`src/rtl/conv_frame_loader.sv`:
```
// Switch-driven frame loader: synchronises the row/commit switches, builds a ROWS x COLS
// binary frame one row per strobe edge, and offers it downstream over valid/ready.
module conv_frame_loader #(
  parameter int unsigned ROWS        = 6,
  parameter int unsigned COLS        = 6,
  parameter int unsigned SYNC_STAGES = 2
) (
  input  logic                       clk,
  input  logic                       rst_n,
  input  logic                       ena,
  input  logic [COLS-1:0]            row_bits,
  input  logic                       row_strobe,
  input  logic                       commit,
  output logic [ROWS*COLS-1:0]       frame_data,
  output logic                       frame_valid,
  input  logic                       frame_ready,
  output logic [$clog2(ROWS+1)-1:0]  rows_loaded,
  output logic                       overflow
);

  localparam int unsigned CntW = $clog2(ROWS + 1);

  typedef enum logic [1:0] {StFill, StFull, StValid} state_e;

  logic [COLS-1:0]        bits_sync_q [SYNC_STAGES];
  logic [SYNC_STAGES-1:0] strobe_sync_q, commit_sync_q;
  logic                   strobe_dly_q, commit_dly_q;
  logic                   strobe_s, commit_s;
  logic                   strobe_edge, commit_edge;

  state_e                 state_q, state_d;
  logic [CntW-1:0]        cnt_q, cnt_d;
  logic                   ovf_q, ovf_d;
  logic                   valid_q;
  logic                   row_we;
  logic [ROWS*COLS-1:0]   frame_q;

  assign strobe_s = strobe_sync_q[SYNC_STAGES-1];
  assign commit_s = commit_sync_q[SYNC_STAGES-1];

  // Edge pulses are gated by ena; the synchronisers and delay flops keep running regardless.
  assign strobe_edge = ena & strobe_s & ~strobe_dly_q;
  assign commit_edge = ena & commit_s & ~commit_dly_q;

  always_ff @(posedge clk or negedge rst_n) begin
    if (!rst_n) begin
      for (int i = 0; i < SYNC_STAGES; i++) bits_sync_q[i] <= '0;
      strobe_sync_q <= '0;
      commit_sync_q <= '0;
      strobe_dly_q  <= 1'b0;
      commit_dly_q  <= 1'b0;
    end else begin
      bits_sync_q[0] <= row_bits;
      for (int i = 1; i < SYNC_STAGES; i++) bits_sync_q[i] <= bits_sync_q[i-1];
      strobe_sync_q <= {strobe_sync_q[SYNC_STAGES-2:0], row_strobe};
      commit_sync_q <= {commit_sync_q[SYNC_STAGES-2:0], commit};
      strobe_dly_q  <= strobe_s;
      commit_dly_q  <= commit_s;
    end
  end

  always_comb begin
    state_d = state_q;
    cnt_d   = cnt_q;
    ovf_d   = ovf_q;
    row_we  = 1'b0;
    case (state_q)
      StFill: begin
        if (strobe_edge) begin
          row_we = 1'b1;
          cnt_d  = cnt_q + CntW'(1);
          if (cnt_q == CntW'(ROWS - 1)) state_d = StFull;
        end
      end
      StFull: begin
        if (strobe_edge) ovf_d = 1'b1;
        if (commit_edge) state_d = StValid;
      end
      StValid: begin
        // Transfer clear takes priority over a coincident strobe edge.
        if (frame_ready) begin
          state_d = StFill;
          cnt_d   = '0;
          ovf_d   = 1'b0;
        end else if (strobe_edge) begin
          ovf_d = 1'b1;
        end
      end
      default: state_d = StFill;
    endcase
  end

  always_ff @(posedge clk or negedge rst_n) begin
    if (!rst_n) begin
      state_q <= StFill;
      cnt_q   <= '0;
      ovf_q   <= 1'b0;
      valid_q <= 1'b0;
      frame_q <= '0;
    end else begin
      state_q <= state_d;
      cnt_q   <= cnt_d;
      ovf_q   <= ovf_d;
      valid_q <= (state_d == StValid);
      for (int r = 0; r < ROWS; r++) begin
        if (row_we && (cnt_q == CntW'(r))) frame_q[r*COLS +: COLS] <= bits_sync_q[SYNC_STAGES-1];
      end
    end
  end

  assign frame_data  = frame_q;
  assign frame_valid = valid_q;
  assign rows_loaded = cnt_q;
  assign overflow    = ovf_q;

endmodule

```
`config.mk`:
```
export PLATFORM = sky130hd
export DESIGN_NAME = conv_frame_loader
export DESIGN_NICKNAME = d
export VERILOG_FILES = /design/src/rtl/conv_frame_loader.sv
export SDC_FILE = /design/constraint.sdc
export NUM_CORES = 1
export LEC_CHECK = 0
export CAP_MARGIN = 20
export CORE_UTILIZATION = 53
export DETAILED_ROUTE_END_ITERATION = 16
export DONT_BUFFER_PORTS = 1
export GPL_ROUTABILITY_DRIVEN = 0
export PLACE_DENSITY = 0.68
export SLEW_MARGIN = 10
export SYNTH_ARGS = -nofsm -noshare
export SYNTH_HDL_FRONTEND = slang
export SYNTH_SLANG_ARGS = --single-unit
export TNS_END_PERCENT = 5
```
`constraint.sdc`:
```
create_clock -name clk -period 2.04 [get_ports clk]
set_input_delay 0.306 -clock clk [delete_from_list [all_inputs] [get_ports clk]]
set_output_delay 0.306 -clock clk [all_outputs]
set_load 0.02 [all_outputs]
```
==> results of run 1 <==
==> layout by cell type, fill, tap and decap left out, drive strengths merged <==
cell / Yosys / routed
nand2: 5 / 5
dlygate4sd3: 0 / 9
a22o: 1 / 1
and2: 3 / 3
nor3: 2 / 2
and2b: 1 / 1
mux2: 37 / 37
dfrtp: 61 / 61
buf: 4 / 3
a21oi: 5 / 5
nand3b: 2 / 2
nand3: 2 / 2
bufinv: 0 / 2
a211oi: 1 / 1
inv: 7 / 7
clkinvlp: 0 / 1
ha: 9 / 9
clkbuf: 0 / 10
a311o: 1 / 1
clkinv: 0 / 3
a31oi: 1 / 1
nor2: 3 / 3
a22oi: 1 / 1
nand2b: 1 / 1
o21ai: 4 / 4
and3: 1 / 1
==> power by group through the flow <==
stage | clock, mW | combinational, mW | sequential (mW)
global placement | 0 | 0.720 | 2.34
floorplan | 0 | 0.650 | 2.25
global route | 1.26 | 0.894 | 2.38
detailed placement | 0 | 0.755 | 2.35
CTS | 1.20 | 0.804 | 2.33
finish | 1.17 | 0.799 | 2.33
==> cell families after synthesis <==
family / after synthesis
mux: 37
compound gates: 14
flops: 61
buf+inv: 11
simple gates: 20
fa+ha+maj: 9
==> sequential cells by signal (all words and copies together), names as in the netlist <==
register	flops
frame_data	36
bits_sync_q	12
rows_loaded	3
commit_sync_q	2
state_q	2
strobe_sync_q	2
commit_dly_q	1
frame_valid	1
overflow	1
strobe_dly_q	1
==> worst register-to-register path, delay by kind of cell (launching register included) <==
kind	cells	cell delay (ps)
buffers and inverters	2	220
AND/OR/NAND/NOR	2	530
multiplexers	1	320
adder cells (fa/ha/maj)	1	230
flip-flops	1	400
==> layout make-up <==
cell class,count,area [µm²],area share [%]
flip-flops and latches,61,1530,54.3
multi-input cells,80,837,29.8
clock buffers,10,138,4.90
repair buffers,12,133,4.72
clock inverters,6,86.3,3.07
well taps,52,65.1,2.31
inverters,7,26.3,0.935
==> through the flow <==
stage / area, µm² / utilization [%] / power, mW / setup WS, ps
after floorplan: 2430 / - / 2.90 / 405
after global placement: 2470 / 56.3 / 3.06 / 190
after detailed placement: 2470 / 56.3 / 3.11 / 97.4
after CTS: 2810 / 64.0 / 4.33 / 97.7
after global routing: 2810 / 64.1 / 4.53 / 98.5
final: 2810 / 64.1 / 4.30 / 231
==> per-layer routing <==
metal | vias up | GRT usage (%) | share of wire (%)
li1 | 564 | - | -
met1 | 638 | 22.6 | 42
met2 | 43 | 29.2 | 49
met3 | 8 | 8.14 | 7.3
met4 | 0 | 10.9 | 2.0
met5 | - | 0 | 0
==> timing repair <==
action                                  CTS  global route
hold buffers                             10             0
endpoints found under the setup margin    0            13
endpoints found under the hold margin    69             0
resized for setup                         0             3
==> worst min path at each step <==
stage                startpoint                         end  slack, ps
detailed placement        rst_n   frame_data[9]$_DFFE_PN0P_         10
global route        frame_ready        overflow$_DFFE_PN0P_         80
CTS                 frame_ready        overflow$_DFFE_PN0P_         60
floorplan                 rst_n    bits_sync_q[0]$_DFF_PN0_         10
finish              frame_ready        overflow$_DFFE_PN0P_         80
global placement          rst_n  rows_loaded[1]$_DFFE_PN0P_         10
==> impl_metrics.py, run 1 <==
metrics = {
    "setup_path": {
        "setup.worst_path.class": "flop to flop",
        "critPathMaxFanout": 6,
        "crit-reg2reg-launch": "state_q[1]$_DFF_PN0_",
        "cp.depth": 6,
        "critPathSlowestCell": "sky130_fd_sc_hd__dfrtp_1",
        "length_in_cells_of_the_worst_reg_to_reg_path": 6,
        "end_kind": "flop",
        "worst_r2r_setup_slack_ps": 230,
        "crit_path_start": "state_q[1]$_DFF_PN0_",
        "critical_path.max_stage_delay_ps": 400,
        "timing.critical_path.cells": "inv_1 > ha_1 > inv_2 > nor3_2 > and2_2 > mux2_4",
        "critical_path.n_buffers_inverters": 2,
        "critical_path_rt_ps": 2250,
        "timing.critical_path.from_type": "flop",
        "crit_arrival_ps": 2020,
        "critPathTopFamily": "simple AND/OR/NAND/NOR gates",
        "critPathCapture": "frame_data[8]$_DFFE_PN0P_",
        "worstReg2RegEnd": "frame_data[8]$_DFFE_PN0P_",
    },
    "power_and_ir_drop": {
        "p_sw_share_pct": 34.9,
        "pwr_density_cell_mw_per_mm2": 1530,
        "intPower_mw": 2.80,
        "comb_power_share_pct": 18.6,
        "seqPwrFrac_pct": 54.2,
        "switchingPower_mw": 1.50,
        "clockPowerShare_pct": 27.2,
        "power.static_leakage_nw": 1.36,
        "ir_drop_uv": 1010,
    },
    "placed_design": {
        "placed_cells_incl_taps": 202,
        "detailedPlacementHpwl_um": 2810,
        "io_buffers": 0,
    },
    "final_layout": {
        "post_layout_nonfiller_instances": 228,
        "area_growth_pct": 15.6,
        "antennaDiodeCount": 0,
        "layout-drive-gt1-share_pct": 36.4,
        "finalNetCount": 192,
        "fill_cells": 329,
    },
    "logic_synthesis": {
        "synth_cell_type_count": 26,
        "synth_commonest_cells": "sky130_fd_sc_hd__dfrtp_1 (61), sky130_fd_sc_hd__mux2_4 (24), sky130_fd_sc_hd__mux2_2 (13), sky130_fd_sc_hd__ha_1 (9), sky130_fd_sc_hd__inv_1 (6)",
        "multiplexer_share_of_the_synthesized_area_pct": 20.8,
        "main_combinational_cell_family_by_area_after_synthesis": "multiplexers",
        "synthMostInstantiatedCell": "sky130_fd_sc_hd__dfrtp_1",
        "synth.avg_cell_area_um2": 16.0,
        "synthesis.nets": 173,
        "netlist_instances": 152,
        "synth-seq-area-share_pct": 62.8,
        "asyncSetResetFlopFracSynth_pct": 100,
        "yosys.area_share.simple_pct": 5.10,
        "synth_edf_count": 0,
        "post_synth_main_area_contributors": "sky130_fd_sc_hd__dfrtp_1 (63%), sky130_fd_sc_hd__mux2_4 (15%), sky130_fd_sc_hd__mux2_2 (6.0%)",
        "synth_largest_area_cell": "sky130_fd_sc_hd__dfrtp_1",
        "ys_ff_latch": 61,
        "area_share_of_the_leading_cell_type_in_the_synthesized_netlist_pct": 62.8,
        "synthFlopType": "sky130_fd_sc_hd__dfrtp_1",
        "synth-compound-area-share_pct": 3.71,
        "synth-adder-area-share_pct": 4.63,
        "yosysWarningCount": 0,
        "syn-cell-area_mm2": 0.00243,
        "synth_xor_area_share_pct": 0,
    },
    "outcome": {
        "run_status": "completed",
    },
    "timing": {
        "setup_viol_count_final": 0,
        "timing_hold_violations_final": 0,
        "timing.slew.headroom_pct": 72.2,
        "layout_min_cycle_time_ps": 1810,
        "fin_skew_ps": 5.86,
        "final_min_period_over_clock_period_pct": 88.7,
        "hold_slack_ps": 78.6,
        "timing_worst_slew_pin_value_ps": 417,
        "setup-tns-final_ps": 0,
        "setup_repair_after_global_routing_missed_its_margin": "no",
        "fmax_mhz": 553,
        "drv_slew": 0,
    },
    "global_routing": {
        "grt_pass1_wl_um": 6880,
        "grt_max_degree": 62,
        "first_global_vias": 1344,
        "global_route.usage.total_pct": 19.1,
        "antenna_found_initial": 0,
        "globalRouteOverflowTotal": 0,
    },
    "clocking": {
        "numClockSinks": 61,
        "htree_levels": 3,
        "clkSlewWorstSetupHoldPaths_ps": 60,
        "cts-buffers-inserted": 9,
        "post_cts.repair.setup_buffers": 0,
        "cts-root-to-sink-buffers": 2,
        "clock_tree.root_cell": "sky130_fd_sc_hd__clkbuf_8",
        "cts_tree": "yes",
        "clk_latency_ps": 330,
    },
    "floorplanning": {
        "dieArea_mm2": 0.00486,
        "num_io_pins": 53,
        "floorplan.initialDensity_pct": 55.5,
        "core_region_area_mm2": 0.00438,
        "floorplan.rows": 24,
        "height_of_the_chip_um": 69.7,
        "die_width_um": 69.7,
    },
    "detailed_routing": {
        "remaining_drc_errors": 0,
        "route.antenna.remaining_nets": 0,
        "num_vias": 1253,
        "post_drt_wl_per_cell_um": 17.8,
        "postRouteWirelength_um": 4050,
        "dr.first_iter.drc_count": 60,
        "vias_per_cell": 5.50,
        "drt_first_pass_iters": 4,
    },
    "worst_hold_path": {
        "hold_path_depth": 1,
        "kind_of_path_behind_the_tightest_hold_check": "primary input to flop",
    },
    "job": {
        "max_cap_violations": 0,
    },
}
Power figures use the tool's default switching activity.
==> inputs of run 2 (changes only) <==
--- a/config.mk
+++ b/config.mk
@@ -5,6 +5,7 @@
 export SDC_FILE = /design/constraint.sdc
 export NUM_CORES = 1
 export LEC_CHECK = 0
+export ABC_AREA = 1
 export CAP_MARGIN = 20
 export CORE_UTILIZATION = 53
 export DETAILED_ROUTE_END_ITERATION = 16
==> impl_metrics.py, run 2 <==
metrics = {
    "outcome": {
        "run_status": "completed",
    },
    "clocking": {
        "clock_tree.root_cell": "sky130_fd_sc_hd__clkbuf_8",
        "cts-buffers-inserted": 9,
        "clk_latency_ps": 330,
        "htree_levels": 3,
        "post_cts.repair.setup_buffers": 0,
        "cts_resized": 0,
        "numClockSinks": 61,
        "cts_tree": "yes",
        "clkSlewWorstSetupHoldPaths_ps": 60,
        "postCtsHoldBufs": 10,
        "cts-root-to-sink-buffers": 2,
    },
    "timing": {
        "worst_slack_ps": 493,
        "drv_slew": 0,
        "timing.slew.headroom_pct": 76.8,
        "setup_repair_after_global_routing_missed_its_margin": "no",
        "layout_min_cycle_time_ps": 1550,
        "timing_hold_violations_final": 0,
        "final_min_period_over_clock_period_pct": 75.8,
        "fmax_mhz": 646,
        "timing_worst_slew_pin_value_ps": 348,
        "setup-tns-final_ps": 0,
        "setup_viol_count_final": 0,
        "fin_skew_ps": 4.80,
    },
    "logic_synthesis": {
        "synth-seq-area-share_pct": 64.3,
        "synthesis.nets": 226,
        "synthFlopType": "sky130_fd_sc_hd__dfrtp_1",
        "ys_ff_latch": 61,
        "post_synth_main_area_contributors": "sky130_fd_sc_hd__dfrtp_1 (64%), sky130_fd_sc_hd__nand2_1 (7.9%), sky130_fd_sc_hd__o21ai_1 (6.5%)",
        "area_share_of_the_leading_cell_type_in_the_synthesized_netlist_pct": 64.3,
        "asyncSetResetFlopFracSynth_pct": 100,
        "synth_cell_type_count": 19,
        "synth_edf_count": 0,
        "synthMostInstantiatedCell": "sky130_fd_sc_hd__dfrtp_1",
        "synth.avg_cell_area_um2": 11.6,
        "synth_largest_area_cell": "sky130_fd_sc_hd__dfrtp_1",
        "yosysWarningCount": 0,
        "syn-cell-area_mm2": 0.00237,
        "netlist_instances": 205,
        "synth_commonest_cells": "sky130_fd_sc_hd__dfrtp_1 (61), sky130_fd_sc_hd__nand2_1 (50), sky130_fd_sc_hd__o21ai_1 (31), sky130_fd_sc_hd__inv_1 (18), sky130_fd_sc_hd__ha_1 (9)",
    },
    "final_layout": {
        "largest_register_ffs": 36,
        "post_layout_nonfiller_instances": 274,
        "finalNetCount": 241,
        "finalCoreUtilization_pct": 65.9,
        "final_cell_mix": "sky130_fd_sc_hd__dfrtp_1 (61), sky130_fd_sc_hd__nand2_1 (50), sky130_fd_sc_hd__o21ai_1 (31)",
        "layout.cells.most_common": "sky130_fd_sc_hd__dfrtp_1",
        "layout-drive-gt1-share_pct": 14.3,
        "area_growth_pct": 15.1,
        "antennaDiodeCount": 0,
    },
    "floorplanning": {
        "height_of_the_chip_um": 68.9,
        "dieArea_mm2": 0.00475,
        "die_width_um": 68.9,
        "floorplan.initialDensity_pct": 57.2,
        "floorplan.rows": 23,
        "num_io_pins": 53,
        "core_region_area_mm2": 0.00414,
    },
    "power_and_ir_drop": {
        "switchingPower_mw": 1.62,
        "p_sw_share_pct": 37.0,
        "ir_drop_uv": 753,
        "comb_power_share_pct": 17.8,
        "pwr_density_cell_mw_per_mm2": 1600,
        "seqPwrFrac_pct": 52.5,
        "power.static_leakage_nw": 1.32,
        "intPower_mw": 2.76,
        "clockPowerShare_pct": 29.7,
    },
    "setup_path": {
        "critical_path.max_stage_delay_ps": 410,
        "length_in_cells_of_the_worst_reg_to_reg_path": 5,
        "timing.critical_path.cells": "inv_1 > ha_1 > or2_0 > a21oi_1 > o21ai_0",
        "critical_path_rt_ps": 2230,
        "crit_arrival_ps": 1740,
        "end_kind": "flop",
        "setup.worst_path.class": "flop to flop",
        "critPathSlowestCell": "sky130_fd_sc_hd__dfrtp_1",
        "critPathMaxFanout": 5,
        "timing.critical_path.from_type": "flop",
    },
    "detailed_routing": {
        "dr.first_iter.drc_count": 58,
        "route.antenna.remaining_nets": 0,
        "drt_first_pass_iters": 4,
        "post_drt_wl_per_cell_um": 14.8,
        "postRouteWirelength_um": 4050,
        "num_vias": 1456,
        "remaining_drc_errors": 0,
        "vias_per_cell": 5.31,
    },
    "job": {
        "max_cap_violations": 0,
    },
    "placed_design": {
        "io_buffers": 0,
        "placed_cells_incl_taps": 249,
        "placement.setup.worst_slack_ps": 499,
        "detailedPlacementHpwl_um": 2810,
    },
    "global_routing": {
        "globalRouteOverflowTotal": 0,
        "first_global_vias": 1488,
        "global_route.usage.total_pct": 19.7,
        "grt_max_degree": 62,
        "grt_pass1_wl_um": 6490,
        "antenna_found_initial": 0,
    },
    "worst_hold_path": {
        "kind_of_path_behind_the_tightest_hold_check": "primary input to flop",
        "hold_path_depth": 1,
    },
}
==> run 2: changes by cell type after synthesis, sizes merged, moves of 3 or more <==
cell | previous run | this run
inv | 7 | 18
mux2 | 37 | 0
nand3 | 2 | 8
a21oi | 5 | 2
nand2 | 5 | 54
o21ai | 4 | 39
and2 | 3 | 0
==> run 2: metrics by stage <==
| step | power [mW] | hold WS, ps | area, µm² |
|---|---|---|---|
| final | 4.38 | 92.6 | 2730 |
| after global routing | 4.66 | 85.2 | 2730 |
| after CTS | 4.43 | 87.3 | 2730 |
| after detailed placement | 3.07 | 11.6 | 2370 |
| after global placement | 3.01 | 11.9 | 2370 |
| after floorplan | 2.87 | 10.4 | 2370 |
==> run 2: area by class of cell <==
type / instances / area, µm²
clock buffer: 11 / 151
fill: 334 / 1410
tap: 50 / 62.6
sequential: 61 / 1530
multi-input combinational: 119 / 694
inverter: 19 / 83.8
clock inverter: 4 / 95.1
timing repair buffer: 10 / 118
==> run 2: path summary, 6_finish.rpt <==
kind	start	endpoint	slack, ps
worst min register to register	bits_sync_q[7]$_DFF_PN0_	bits_sync_q[1]$_DFF_PN0_	350
min in group asynchronous	rst_n	rows_loaded[0]$_DFFE_PN0P_	510
worst min-delay path	frame_ready	overflow$_DFFE_PN0P_	90
worst max-delay path	state_q[1]$_DFF_PN0_	rows_loaded[0]$_DFFE_PN0P_	490
max in group asynchronous	rst_n	frame_data[31]$_DFFE_PN0P_	1280
worst max register to register	state_q[1]$_DFF_PN0_	rows_loaded[0]$_DFFE_PN0P_	490
==> run 2: cells by family after synthesis <==
kind of cell	count (synthesis)	synth area share (%)
and+or+nand+nor	68	14.6
DFF	61	64.3
AOI/OAI and AO/OA	42	9.97
buffers and inverters	25	6.38
adders and majority gates	9	4.75
==> run 2: worst max-delay path: cells and delay by family, from the launching register on <==
family          cells  cell delay (ps)
compound gates      2              410
flops               1              410
fa+ha+maj           1              260
simple gates        1              240
buf+inv             1              100
==> run 2: metal layers <==
metal  global-route usage [%]  routed length, µm
met3                     9.21                359
met2                     32.5               1960
met4                     11.5                 75
met5                        0                  0
met1                     20.3               1660
==> run 2: power groups by stage <==
stage,sequential (mW),combinational [mW],clock (mW)
final,2.30,0.781,1.30
after global routing,2.36,0.922,1.38
after CTS,2.31,0.793,1.33
after detailed placement,2.32,0.746,0
after global placement,2.31,0.701,0
after floorplan,2.23,0.644,0
